### src/rtl/bcd_7seg_scanner.sv
// bcd_7seg_scanner
//   Time-multiplexed driver for a 4-digit common-anode 7-segment display.
//   One digit is selected at a time for DIGIT_PERIOD cycles. The first GUARD
//   cycles of each slot keep every anode off so the previous digit's segments
//   never ghost onto the next one. The input digits and masks are captured
//   once per frame, at the end of the digit-3 slot, so a value that changes
//   mid-scan is never shown half-old/half-new.
//
// Build option:
//   LEADING_ZERO_BLANK_EN - when defined, leading zero digits (3..1) are
//   suppressed. Digit 0 always shows. When undefined, only blank_in blanks.
//
// Parameters:
//   DIGIT_PERIOD  cycles per digit slot (>= GUARD+2)
//   GUARD         dark cycles at the start of each slot (< DIGIT_PERIOD)
//   CNT_WIDTH     slot counter width, must hold DIGIT_PERIOD-1
//
// Ports:
//   clk         system clock
//   clr         asynchronous active-high reset
//   en          scan enable; low = display dark, scan held at digit 0
//   bcd_in[k]   BCD digit k, k=0 is the rightmost digit
//   dp_in       per-digit decimal point request, active-high
//   blank_in    per-digit force-dark, active-high
//   an          anode selects, active-low, an[0] = rightmost digit
//   seg         segments {g,f,e,d,c,b,a}, active-low
//   dp          decimal point segment, active-low
//   frame_tick  one-cycle pulse as the scan wraps from digit 3 to digit 0

module bcd_7seg_scanner #(
  parameter int DIGIT_PERIOD = 100000,
  parameter int GUARD        = 1000,
  parameter int CNT_WIDTH    = 17
) (
  input  logic       clk,
  input  logic       clr,
  input  logic       en,
  input  logic [3:0] bcd_in [3:0],
  input  logic [3:0] dp_in,
  input  logic [3:0] blank_in,
  output logic [3:0] an,
  output logic [6:0] seg,
  output logic       dp,
  output logic       frame_tick
);

  localparam logic [CNT_WIDTH-1:0] CNT_LAST  = CNT_WIDTH'(DIGIT_PERIOD - 1);
  localparam logic [CNT_WIDTH-1:0] CNT_GUARD = CNT_WIDTH'(GUARD);

  localparam logic [6:0] SEG_OFF  = 7'h7F;
  localparam logic [3:0] AN_OFF   = 4'hF;

  // Active-low {g,f,e,d,c,b,a}; anything above 9 renders as a dash.
  function automatic logic [6:0] decode(input logic [3:0] v);
    logic [6:0] s;
    case (v)
      4'd0:    s = 7'h40;
      4'd1:    s = 7'h79;
      4'd2:    s = 7'h24;
      4'd3:    s = 7'h30;
      4'd4:    s = 7'h19;
      4'd5:    s = 7'h12;
      4'd6:    s = 7'h02;
      4'd7:    s = 7'h78;
      4'd8:    s = 7'h00;
      4'd9:    s = 7'h10;
      default: s = 7'h3F;
    endcase
    return s;
  endfunction

  // ---------------------------------------------------------------------------
  // Scan state
  // ---------------------------------------------------------------------------
  logic [CNT_WIDTH-1:0] r_cnt;
  logic [1:0]           r_idx;

  // Per-frame snapshot of the inputs; the pins only ever see these.
  logic [3:0][3:0]      r_snap_bcd;
  logic [3:0]           r_snap_dp;
  logic [3:0]           r_snap_blank;

  logic                 w_slot_end;
  logic                 w_frame_end;
  logic                 w_guard;
  logic                 w_snap_load;
  logic [3:0][6:0]      w_dec;
  logic [3:0]           w_blank;

  assign w_slot_end  = (r_cnt == CNT_LAST);
  assign w_frame_end = en && w_slot_end && (r_idx == 2'd3);
  assign w_guard     = (r_cnt < CNT_GUARD);
  // While disabled the snapshot tracks the inputs every cycle, so the first
  // frame after re-enable shows live data rather than whatever was frozen.
  assign w_snap_load = !en || w_frame_end;

  always_ff @(posedge clk or posedge clr) begin
    if (clr) begin
      r_cnt <= '0;
      r_idx <= '0;
    end else if (!en) begin
      r_cnt <= '0;
      r_idx <= '0;
    end else if (w_slot_end) begin
      r_cnt <= '0;
      r_idx <= r_idx + 2'd1;
    end else begin
      r_cnt <= r_cnt + 1'b1;
    end
  end

  always_ff @(posedge clk or posedge clr) begin
    if (clr) begin
      r_snap_bcd   <= '0;
      r_snap_dp    <= '0;
      r_snap_blank <= '0;
    end else if (w_snap_load) begin
      for (int k = 0; k < 4; k++) r_snap_bcd[k] <= bcd_in[k];
      r_snap_dp    <= dp_in;
      r_snap_blank <= blank_in;
    end
  end

  // ---------------------------------------------------------------------------
  // Per-digit decode and blanking, selected by r_idx at the output stage
  // ---------------------------------------------------------------------------
  for (genvar k = 0; k < 4; k++) begin : g_dec
    assign w_dec[k] = decode(r_snap_bcd[k]);
  end

`ifdef LEADING_ZERO_BLANK_EN
  // A digit is a leading zero when it and every digit above it are zero.
  // Digit 0 is never suppressed so a value of zero still shows "0".
  logic [3:0] w_lead_zero;
  assign w_lead_zero[3] = (r_snap_bcd[3] == 4'd0);
  assign w_lead_zero[2] = w_lead_zero[3] && (r_snap_bcd[2] == 4'd0);
  assign w_lead_zero[1] = w_lead_zero[2] && (r_snap_bcd[1] == 4'd0);
  assign w_lead_zero[0] = 1'b0;
  assign w_blank        = r_snap_blank | w_lead_zero;
`else
  assign w_blank        = r_snap_blank;
`endif

  // ---------------------------------------------------------------------------
  // Registered pin stage: one cycle behind the scan state.
  // A blanked digit still gets its anode so every slot has identical timing.
  // ---------------------------------------------------------------------------
  always_ff @(posedge clk or posedge clr) begin
    if (clr) begin
      an         <= AN_OFF;
      seg        <= SEG_OFF;
      dp         <= 1'b1;
      frame_tick <= 1'b0;
    end else begin
      frame_tick <= w_frame_end;
      if (!en || w_guard) begin
        an  <= AN_OFF;
        seg <= SEG_OFF;
        dp  <= 1'b1;
      end else begin
        an <= ~(4'b0001 << r_idx);
        if (w_blank[r_idx]) begin
          seg <= SEG_OFF;
          dp  <= 1'b1;
        end else begin
          seg <= w_dec[r_idx];
          dp  <= ~r_snap_dp[r_idx];
        end
      end
    end
  end

endmodule
### config.mk
export PLATFORM = sky130hd
export DESIGN_NAME = bcd_7seg_scanner
export DESIGN_NICKNAME = d
export VERILOG_FILES = /design/src/rtl/bcd_7seg_scanner.sv
export SDC_FILE = /design/constraint.sdc
export NUM_CORES = 1
export LEC_CHECK = 0
export BUFFER_PORTS_ARGS = -buffer_cell sky130_fd_sc_hd__buf_2
export CAP_MARGIN = 10
export CORE_MARGIN = 2
export CORE_UTILIZATION = 50
export CTS_CLUSTER_SIZE = 24
export DETAILED_ROUTE_END_ITERATION = 8
export GPL_TIMING_DRIVEN = 0
export PLACE_DENSITY_LB_ADDON = 0.2
export RECOVER_POWER = 100
export SYNTH_ARGS = -nofsm -noshare
export SYNTH_HDL_FRONTEND = slang
export SYNTH_SLANG_ARGS = --single-unit
export TNS_END_PERCENT = 10
### constraint.sdc
create_clock -name clk -period 3.6 [get_ports clk]
set_clock_uncertainty 0.15 [all_clocks]
set_input_delay 0.72 -clock clk [delete_from_list [all_inputs] [get_ports clk]]
set_output_delay 0.72 -clock clk [all_outputs]
set_load 0.02 [all_outputs]
# Word level (Yosys, flattened, before mapping)

Memories as Yosys holds them, arrays and structs flattened.
Cells that the tools add are included.

Register bits: 56
ROM bits: 448
Input port bits: 27
Logic and storage cells: 46
Memories kept: 4

Add/sub/neg operators: 2
$lt $le $gt $ge: 2
Equal/unequal tests: 3
Shift operators: 1
Muxes and demuxes: 15
Bitwise operators: 2
Reductions and logical operators: 5

Memory list:

| name            | depth | width | read ports | clocked after memory_dff | wr ports | RTL line | source |
|---|---|---|---|---|---|---|---|
| (no name shown) | 16    | 7     | 1          | 0                        | 0        | 56       | `case (v)` |
| (no name shown) | 16    | 7     | 1          | 0                        | 0        | 56       |  |
| (no name shown) | 16    | 7     | 1          | 0                        | 0        | 56       |  |
| (no name shown) | 16    | 7     | 1          | 0                        | 0        | 56       |  |

Operators with widths:

| kind                    | count |
|---|---|
| $mux W17                | 2 |
| $mux W7                 | 3 |
| $add A17 B1 Y17 const B | 1 |
| $eq A17 B17 Y1 const B  | 1 |
| $lt A17 B10 Y1 const B  | 1 |
| $bmux W7 S2             | 1 |
| $bmux W1 S2             | 2 |
| $mux W1                 | 4 |
| $mux W2                 | 2 |
| $mux W4                 | 1 |
| $not A4 Y4              | 1 |
| $shl A1 B2 Y4 const A   | 1 |
| $lt A2 B3 Y1 const B    | 1 |
| $add A2 B1 Y2 const B   | 1 |
| $eq A2 B2 Y1 const B    | 1 |
| $logic_and A1 B1 Y1     | 2 |
| $logic_or A1 B1 Y1      | 2 |
| $ne A2 B1 Y1 const B    | 1 |
| $logic_not A1 Y1        | 1 |
| $not A1 Y1              | 1 |

# Logic depth before layout (Yosys ltp)

Gate-level depths: netlist (run 1).

Depth in word-level cells: 5
Mapped depth: 7
Depth with buffers taken out: 7

# Worst setup path before layout (run 1)

Ideal clock, no wire load.

Path type: register to register
Start: reg r_cnt[0]
End: reg r_cnt[10]
Setup time: 0.119 ns
Arrival time: 1.993 ns
Required time: 3.331 ns
Setup slack: 1.338 ns
Cell stages (with the launch flop): 8
Cells stage by stage: dfrtp_1 > ha_1 > nand4_1 > or4_1 > nor4_2 > nand2b_1 > buf_4 > nor2_1

Cells in the longest elaborated chain, start to end: 3
Elaborated cells between the ends (all ways): 4
Those cells by class: add/sub (1); eq/ne (1); mux (2)

Ends and longest elaborated chain:

| item                                                     | RTL line | source |
|---|---|---|
| start: declaration                                       | 75       | `logic [CNT_WIDTH-1:0] r_cnt;` |
| start signal: assignment                                 | 108      | `r_cnt <= r_cnt + 1'b1;` |
| $add A17 B1 Y17 / $eq A17 B17 Y1 (equally long branches) | 108, 90  |  |
| $mux W17 (*)                                             | 104      | `end else if (w_slot_end) begin` |
| $mux W17 (*)                                             | 101      | `end else if (!en) begin` |

Mark *: on every way between the ends. The rest lies on a longest branch, timed or not.
A chain may end at the register's enable or synchronous reset.

# Final worst setup path (run 1)

Start: reg r_cnt[0]
End: reg r_cnt[14]

Same word-level chain as after synthesis.

==> flow_summary_export.csv, run 1 <==
group,metric,value,unit
clock_tree,cts_resized,0,
global_route,grt_first_pass_wirelength,10600,um
global_route,grt_start_max_net_pins,38,
floorplanning,fp.dieW,83.7,um
place,io_buffers,39,
synth,syn-num-nets,365,
synth,ys_warn_count,0,
cells_and_area,layout.nets,412,
cells_and_area,layout-drive-gt1-share,0.208,
sta,tightest_slew,798,ps
clock_tree,h-tree-depth,2,
clock_tree,cts.path.max_buffers,2,
clock_tree,hold_buffers,0,
sta,max_freq,0.373,GHz
clock_tree,postCtsSetupBuffers,0,
setup_path,crit_chain,"ha_1 > nand4_1 > or4_1 > nor4_1 > nand2b_1 > buf_4 > nor2_1",
floorplanning,start_util,0.509,
synth,netlist_area,3180,um2
synth,synthCells,313,
sta,setup_tns,0,ps
synth,ys_ff_latch,56,
sta,hold_viol_final,0,
setup_path,regToRegSetupSlack,920,ps
clock_tree,clkSlewWorstSetupHoldPaths,90,ps
setup_path,start_kind,"flip-flop",
floorplanning,die_y,83.7,um
route,wl_per_cell,14.1,um
sta,max_slew_margin,0.467,
cells_and_area,area.sequential,1420,um2
route,vias_per_cell,5.34,
synth,ys_seq_area_frac,0.446,
floorplanning,dieArea,7000,um2
sta,layout_min_cycle_time,2680,ps
synth,synth.avg_cell_area,10.1,um2
power_and_ir_drop,power.leakage,1.49,nW
clock_tree,cts_sinks,56,
power_and_ir_drop,powerDensity,347,nW/um2
sta,min_period_over_period,0.745,
setup_path,end_kind,"flip-flop",
synth,synth.distinct_cells,43,
outcome,outcome,"completed",
sta,finalSetupViolCount,0,
setup_path,critPathSlowestCell,"nor4_1",
setup_path,critical_path_arrival,2740,ps
floorplanning,rows,29,
clock_tree,cts_tree,"done",
setup_path,crit_fanout,10,
clock_tree,cts_root_buf,"clkbuf_8",
clock_tree,numCtsBuffers,5,
setup_path,critPathMaxStageDelay,530,ps
global_route,grt_pass1_vias,2257,
route,drt-total-wl,6160,um
setup_path,critical_path_required,3660,ps
power_and_ir_drop,ir_drop,0.214,mV
sta,rsz0062_at_grt,"no",
route,vias,2341,
cells_and_area,fill_cells,570,
route,drtIter0Drc,98,
setup_path,worstSetupPathType,"flip-flop to flip-flop",
cells_and_area,multi_input_area,1600,um2
synth,ys.flop_type,"dfrtp_1",
floorplanning,ios,40,
route,firstDrtPassIters,4,
hold_path,hold_class,"flip-flop to flip-flop",
place,dp_cells,430,
synth,synth-async-reset-ratio,1.00,
cells_and_area,finish.utilization,0.565,
cells_and_area,diodes,0,
place,hpwlAfterDp,4780,um
synth,synth-edff-count,0,
global_route,grt.total_usage,0.188,
route,drc_errors,0,
clock_tree,clock_latency,310,ps
job,maxCapViolations,0,
global_route,antenna_found_initial,0,
global_route,grt-ovfl-total,0,
cells_and_area,fin_cells,438,
route,ant_nets,0,
floorplanning,core_area,6240,um2
cells_and_area,syn2layout_area_growth,11.1,%
place,gp_congestion,0.868,
sta,drv_slew,0,
-- cell usage in the layout (no fill, tap or decap), types with 4 or more instances in the layout --
cell and instances:
dfrtp_1 44, nor2_1 39, buf_2 26, clkbuf_1 25, ha_1 25, mux2_2 24
nand2_1 22, inv_1 21, o21ai_0 15, a21oi_1 15, dfstp_2 12, nand3_1 9
xnor2_1 9, o22ai_1 8, xor2_1 7, nor2b_1 6, nand2b_1 5, o211ai_1 5
clkbuf_8 5, nand4_1 4
-- final timing paths --
kind,start,end,cells past startpoint
max,r_cnt[0],r_cnt[14],7
min,r_cnt[0],r_cnt[0],1
max reg2reg,r_cnt[0],r_cnt[14],7
min reg2reg,r_cnt[0],r_cnt[0],1
max in group asynchronous,clr,seg[6],3
min in group asynchronous,clr,r_snap_blank[2],2
-- flip-flops by register name, indices dropped and copies added (netlist names) --
signal	count
r_cnt	17
r_snap_dp	4
seg	7
r_idx	2
an	4
r_snap_blank	4
frame_tick	1
dp	1
r_snap_bcd	16
-- synthesized netlist by cell type, drive strengths merged (6+ instances only) --
cell	count	area share
a21oi	15	0.024
clkbuf	7	0.0083
dfrtp	44	0.35
dfstp	12	0.099
ha	25	0.099
inv	21	0.025
mux2	24	0.085
nand2	22	0.026
nand3	9	0.014
nor2	39	0.046
nor2b	6	0.014
o21ai	15	0.024
o22ai	8	0.016
xnor2	9	0.025
xor2	7	0.019
-- routing by layer --
layer,GRT usage,share of wire,vias to the layer above
li1,-,-,1175
met1,0.268,0.47,1096
met2,0.287,0.46,64
met3,0.0415,0.064,6
met4,0.0601,0.013,0
met5,0,0,-
-- cell families (layout without fill, tap and decap cells) --
kind of cell / Yosys count / count (layout) / synth area share
and+or+nand+nor: 101 / 101 / 0.160
DFF: 56 / 56 / 0.446
AOI/OAI and AO/OA: 54 / 54 / 0.103
adders and majority gates: 25 / 25 / 0.0985
buffers and inverters: 33 / 81 / 0.0433
xor gates and xnor gates: 16 / 16 / 0.0441
muxes: 28 / 28 / 0.106
-- through the flow --
stage | area [um2] | power [W] | setup slack [ps] | hold slack (ps)
2_1_floorplan | 3180 | 0.000840 | 1340 | 302
3_3_place_gp | 3470 | 0.000890 | 714 | 321
3_5_place_dp | 3490 | 0.000901 | 1080 | 327
4_1_cts | 3570 | 0.00124 | 1070 | 260
5_1_grt | 3530 | 0.00129 | 664 | 366
6_report | 3530 | 0.00122 | 918 | 335
-- worst max-delay path: cells and delay by family (launching register included) --
family        cells  cell delay, ps
buf+inv           1             220
simple gates      5            1570
flops             1             400
fa+ha+maj         1             240
-- final cells by class --
class,count,area share
plain buffers,12,0.0138
clock buffers,7,0.0216
clock inverters,1,0.00248
inverters,21,0.0223
multi-input cells,224,0.455
flip-flops and latches,56,0.401
well taps,77,0.0273
repair buffers,40,0.0564
-- power breakdown --
group	switching, W	leakage (nW)	total [W]	internal [W]
logic	0.000106	0.765	0.000197	0.0000907
registers	0.0000322	0.684	0.000691	0.000659
clock network	0.000197	0.0424	0.000336	0.000139
total	0.000335	1.49	0.00122	0.000889
Note: power is estimated with default switching activity, not from simulation.
==> inputs of run 2 (changes only) <==
Settings changed: ABC_AREA from default to 1.
Clock period 3.6 ns to 2.4 ns, I/O delays scaled along.
==> run 2 against run 1 <==
Against the previous run: highest routed layer unchanged; worst setup slack worse by 550 ps; global-route usage is 3.8 points higher; utilization is 0.35 points lower; wire length is 31% higher; die area is 11% higher; sequential cell count stayed put; synthesized area is 11% higher; critical path depth stayed put; worst hold slack worse by 130 ps; via count is 34% higher; cell count is 35% higher; first-iteration DRC count is 76% higher.
==> flow_summary_export.csv, run 2 <==
group,metric,value,unit
outcome,outcome,"completed",
floorplanning,rows,30,
cells_and_area,design_area,3840,um2
synth,ys_ff_latch,56,
synth,synth_area_leaders,"dfrtp_1 (31%), nand2_1 (14%), dfstp_2 (8.9%)",
synth,synth.avg_cell_area,7.89,um2
power_and_ir_drop,powerDensity,481,nW/um2
cells_and_area,diodes,0,
synth,synth_mux_area_frac,0,
route,ant_nets,0,
setup_path,critical_path_required,2480,ps
synth,synth_top_family_by_area,"simple AND/OR/NAND/NOR gates",
synth,synthAdderAreaFrac,0.0885,
cells_and_area,final_common_cell,"nand2_1",
clock_tree,cts_tree,"done",
setup_path,crit_path_frequent_cell,"nand2_1",
synth,synth-xor-area-share,0.0223,
sta,drv_slew,0,
power_and_ir_drop,power.leakage,1.86,nW
synth,synth-compound-area-share,0.0584,
clock_tree,numCtsBuffers,5,
global_route,grt_first_pass_wirelength,13600,um
place,dpl_cell_area,3870,um2
cells_and_area,top_regs,"r_cnt: 17 flops, r_snap_bcd: 16 flops, seg: 7 flops",
cells_and_area,layout-drive-gt1-share,0.145,
synth,synth.top_cell.area_share,0.312,
clock_tree,clock_latency,310,ps
route,drtIter0Drc,172,
hold_path,hold_class,"primary input to flip-flop",
sta,tightest_slew,650,ps
setup_path,crit_fanout,8,
sta,max_slew_margin,0.566,
setup_path,critical_path_arrival,2110,ps
sta,finalSetupViolCount,0,
synth,synth-edff-count,0,
synth,synth-async-reset-ratio,1.00,
route,vias,3132,
floorplanning,ios,40,
synth,synthTopCellsByCount,"nand2_1 (133), nor2_1 (50), dfrtp_1 (44)",
synth,synth-simple-area-share,0.362,
route,drt-total-wl,8050,um
synth,ys_seq_area_frac,0.401,
synth,syn-num-nets,500,
job,maxCapViolations,0,
synth,yosysMostFrequentCell,"nand2_1",
synth,ys.flop_type,"dfrtp_1",
sta,hold_viol_final,0,
global_route,grt_pass1_vias,3002,
floorplanning,core_area,6830,um2
route,vias_per_cell,5.28,
synth,synth.distinct_cells,29,
route,firstDrtPassIters,5,
route,drc_errors,0,
sta,holdWs,200,ps
setup_path,critPathSlowestCell,"nor2_1",
place,io_buffers,39,
cells_and_area,syn2layout_area_growth,8.60,%
cells_and_area,regMostFlops,"r_cnt",
sta,min_period_over_period,0.849,
cells_and_area,final_cell_mix,"nand2_1 (133), nand3_1 (62), nor2_1 (51), dfrtp_1 (44), inv_1 (35)",
power_and_ir_drop,ir_drop,0.305,mV
clock_tree,cts_sinks,56,
floorplanning,fp.dieW,88.1,um
setup_path,r2r_cells,7,
global_route,antenna_found_initial,0,
sta,rsz0062_at_grt,"no",
setup_path,crit_chain,"nand2_1 > nor3_1 > nand2_1 > nand2_1 > nand2_1 > nor2_1 > nand3_1",
setup_path,worstSetupPathType,"flip-flop to flip-flop",
synth,yosys.area.top_type,"dfrtp_1",
sta,layout_min_cycle_time,2040,ps
synth,synthCells,448,
setup_path,end_kind,"flip-flop",
clock_tree,cts.path.max_buffers,2,
clock_tree,cts_root_buf,"clkbuf_8",
place,gp_congestion,0.931,
setup_path,start_kind,"flip-flop",
sta,max_freq,0.491,GHz
clock_tree,postCtsSetupBuffers,0,
setup_path,critPathMaxStageDelay,470,ps
hold_path,hold_path_depth,3,
floorplanning,dieArea,7760,um2
synth,ys_warn_count,0,
cells_and_area,layout.nets,548,
cells_and_area,largest_reg_flops,17,
synth,netlist_area,3530,um2
setup_path,regToRegSetupSlack,360,ps
clock_tree,h-tree-depth,2,
floorplanning,start_util,0.517,
floorplanning,die_y,88.1,um
place,hpwlAfterDp,5980,um
global_route,grt-ovfl-total,0,
route,wl_per_cell,13.6,um
clock_tree,clkSlewWorstSetupHoldPaths,110,ps
global_route,grt.total_usage,0.226,
global_route,grt_start_max_net_pins,42,
run 2: changes by cell type after synthesis, moves of 11 or more:
cell | previous run | this run
inv_1 | 21 | 35
nand2_1 | 22 | 133
nand3_1 | 9 | 42
nor2_1 | 39 | 50
nand3_2 | 0 | 21
mux2_2 | 24 | 0
run 2: logic make-up after synthesis:
logic type,count (synthesis)
XOR/XNOR,9
flip-flops,56
AO/OA/AOI/OAI,36
buffers and inverters,53
AND/OR/NAND/NOR,269
adder cells (fa/ha/maj),25
run 2: final timing paths:
check                           endpoint  startpoint
hold reg to reg                 r_cnt[0]    r_cnt[0]
min in group asynchronous       r_cnt[1]         clr
max in group asynchronous         seg[1]         clr
setup / recovery                  seg[6]    r_cnt[7]
hold / removal             r_snap_bcd[4]   bcd_in[4]
setup reg to reg                  seg[6]    r_cnt[7]
run 2: worst max-delay path: cells and delay by family, from the launching register on:
family	cells	cell delay, ps
AND/OR/NAND/NOR	7	1330
flip-flops	1	460
run 2: layout make-up:
cell class                 instances  area [um2]
multi-input combinational        339        1760
buffer                            13        87.6
inverter                          40         150
clock buffer                       6        82.6
sequential                        56        1420
tap                               96         120
clock inverter                     2        15.0
fill                             687        2990
timing repair buffer              41         208
run 2: per-stage QoR:
stage          utilization  TNS [ps]  setup slack [ps]  power [W]  instances
2_1_floorplan            -         0               419    0.00123        448
3_3_place_gp         0.564    -13730              -316    0.00131        583
3_5_place_dp         0.566         0               574    0.00133        584
4_1_cts              0.582         0               545    0.00188        593
5_1_grt              0.562         0               212    0.00196        593
6_report             0.562         0               363    0.00185        593
run 2: layer usage:
layer  track usage  share of wire  vias to the layer above
met5             0              0                        -
met3        0.0377          0.050                       16
met2         0.406           0.51                       93
li1              -              -                     1535
met4        0.0799          0.020                        0
met1         0.274           0.42                     1488
run 2: what timing repair did:
| action | CTS | global route |
|---|---|---|
| resized for setup | 0 | 0 |
| hold buffers | 1 | 0 |
| hold endpoints to repair | 11 | 0 |
run 2: where the power goes:
part / total (W) / leakage (nW) / internal, W / switching, W
combinational: 0.000269 / 1.12 / 0.000103 / 0.000167
clock: 0.000550 / 0.0434 / 0.000234 / 0.000316
sequential: 0.00103 / 0.695 / 0.000984 / 0.0000421
==> inputs of run 3 (changes only) <==
Clock period 2.4 ns to 1.9 ns, I/O delays scaled along.
==> run 3 against run 2 <==
Against the previous run: critical path depth grew 2; worst setup slack worse by 280 ps; cell count increased by 0.51%; sequential cell count is the same; sequential power increased by 26%; clock power rose by 28%; via count fell by 0.19%; utilization rose by 2.1 points; largest cell class unchanged.
==> flow_summary_export.csv, run 3 (synthesis gave the netlist of run 2 again) <==
group,metric,value,unit
clock_tree,cts_tree,"done",
sta,layout_min_cycle_time,1820,ps
sta,tightest_slew,614,ps
cells_and_area,diodes,0,
clock_tree,numCtsBuffers,5,
place,io_buffers,39,
power_and_ir_drop,power_switching_share,0.289,
floorplanning,rows,30,
sta,min_period_over_period,0.958,
route,wl_per_cell,13.5,um
power_and_ir_drop,combPwrFrac,0.149,
route,drt-total-wl,8050,um
cells_and_area,syn2layout_area_growth,12.6,%
floorplanning,start_util,0.517,
sta,finalSetupViolCount,0,
floorplanning,die_y,88.1,um
setup_path,regToRegSetupSlack,80,ps
route,vias_per_cell,5.24,
sta,worst_slack,80.5,ps
setup_path,worstSetupPathType,"flip-flop to flip-flop",
setup_path,crit_chain,"ha_2 > nand2_2 > nor2_4 > nand3_2 > nor2_4 > nand3_4 > buf_6 > nand3_2 > nand2_1",
outcome,outcome,"completed",
global_route,grt.total_usage,0.226,
global_route,grt-ovfl-total,0,
cells_and_area,regMostFlops,"r_cnt",
power_and_ir_drop,power_switching,0.000681,W
power_and_ir_drop,power.leakage,1.90,nW
power_and_ir_drop,clock_power_share,0.298,
place,hpwlAfterDp,5980,um
clock_tree,clkSlewWorstSetupHoldPaths,110,ps
setup_path,critPathSlowestCell,"dfrtp_1",
clock_tree,h-tree-depth,2,
route,drc_errors,0,
sta,holdWs,101,ps
sta,hold_viol_final,0,
power_and_ir_drop,cellInternalPower,0.00167,W
global_route,grt_start_max_net_pins,42,
cells_and_area,layout.nets,551,
clock_tree,clock_latency,310,ps
setup_path,end_kind,"flip-flop",
cells_and_area,top_regs,"r_cnt: 17 flops, r_snap_bcd: 16 flops, seg: 7 flops",
place,gp_congestion,0.931,
place,detailedPlace.worstSlack,73.9,ps
cells_and_area,final_cell_mix,"nand2_1 (132), nor2_1 (50), dfrtp_1 (44), nand3_1 (42), inv_1 (35)",
setup_path,start_kind,"flip-flop",
cells_and_area,layout-drive-gt1-share,0.202,
power_and_ir_drop,powerDensity,592,nW/um2
route,drtIter0Drc,156,
hold_path,hold_class,"primary input to flip-flop",
floorplanning,core_area,6830,um2
setup_path,crit_fanout,10,
clock_tree,cts_root_buf,"clkbuf_8",
setup_path,critical_path_required,1960,ps
power_and_ir_drop,pwr-share-seq,0.553,
sta,drv_slew,0,
floorplanning,dieArea,7760,um2
clock_tree,cts.path.max_buffers,2,
cells_and_area,final_common_cell,"nand2_1",
route,firstDrtPassIters,4,
clock_tree,cts_sinks,56,
power_and_ir_drop,ir_drop,0.382,mV
sta,max_slew_margin,0.591,
global_route,grt_pass1_vias,3002,
floorplanning,ios,40,
sta,max_freq,0.550,GHz
global_route,antenna_found_initial,0,
route,vias,3126,
sta,rsz0062_at_grt,"yes",
cells_and_area,largest_reg_flops,17,
job,maxCapViolations,0,
setup_path,critPathMaxStageDelay,390,ps
setup_path,critical_path_arrival,1880,ps
global_route,grt_first_pass_wirelength,13600,um
floorplanning,fp.dieW,88.1,um
route,ant_nets,0,
-- run 3: cell types whose count changed in the layout (fill, tap and decap cells not counted), moves of 2 or more --
cell,previous run,this run
clkbuf_1,16,13
nand3_1,62,42
buf_2,32,34
buf_4,0,3
nand3_2,2,21
-- run 3: area by class of cell --
cell class,instances,area [um2]
Multi-Input combinational cell,339,1880
Sequential cell,56,1420
Buffer,13,88.8
Inverter,40,150
Fill cell,664,2850
Clock inverter,2,15.0
Tap cell,96,120
Timing Repair Buffer,44,223
Clock buffer,6,82.6
-- run 3: routing by layer --
metal | vias up | routed length (um) | GRT usage
li1 | 1538 | - | -
met1 | 1484 | 3470 | 0.274
met2 | 88 | 4090 | 0.406
met3 | 16 | 340 | 0.0377
met4 | 0 | 151 | 0.0799
met5 | - | 0 | 0
-- run 3: worst max-delay path, delay by kind of cell (launching register included) --
family                     cells  cell delay (ps)
adders and majority gates      1              200
and+or+nand+nor                7              780
DFF                            1              390
buffers and inverters          1              190
-- run 3: per-stage QoR --
step                area, um2  power [W]  instances  utilization  setup TNS (ps)
floorplan                3530    0.00156        448            -               0
global placement         3850    0.00165        583        0.564          -33960
detailed placement       3870    0.00167        584        0.566               0
CTS                      3980    0.00238        593        0.582               0
global route             3980    0.00249        596        0.583            -346
finish                   3980    0.00236        596        0.583               0
-- run 3: final timing paths --
path	from	to	cells past startpoint
min in group asynchronous	clr	r_cnt[1]	3
setup reg to reg	r_cnt[0]	r_snap_dp[3]	9
hold / removal	bcd_in[4]	r_snap_bcd[4]	3
setup / recovery	r_cnt[0]	r_snap_dp[3]	9
hold reg to reg	r_cnt[0]	r_cnt[0]	1
max in group asynchronous	clr	seg[1]	4
-- run 3: power groups by stage --
stage | Sequential (W) | Combinational [W] | Clock, W
6_report | 0.00130 | 0.000351 | 0.000702
5_1_grt | 0.00131 | 0.000411 | 0.000767
4_1_cts | 0.00130 | 0.000353 | 0.000721
3_5_place_dp | 0.00132 | 0.000350 | 0
3_3_place_gp | 0.00132 | 0.000333 | 0
2_1_floorplan | 0.00131 | 0.000250 | 0
-- run 3: timing repair --
action | 4_1_cts | 5_1_grt
resized for setup | 0 | 3
hold buffers | 1 | 0
hold endpoints to repair | 11 | 0
setup buffers | 0 | 3
endpoints found under the setup margin | 0 | 23
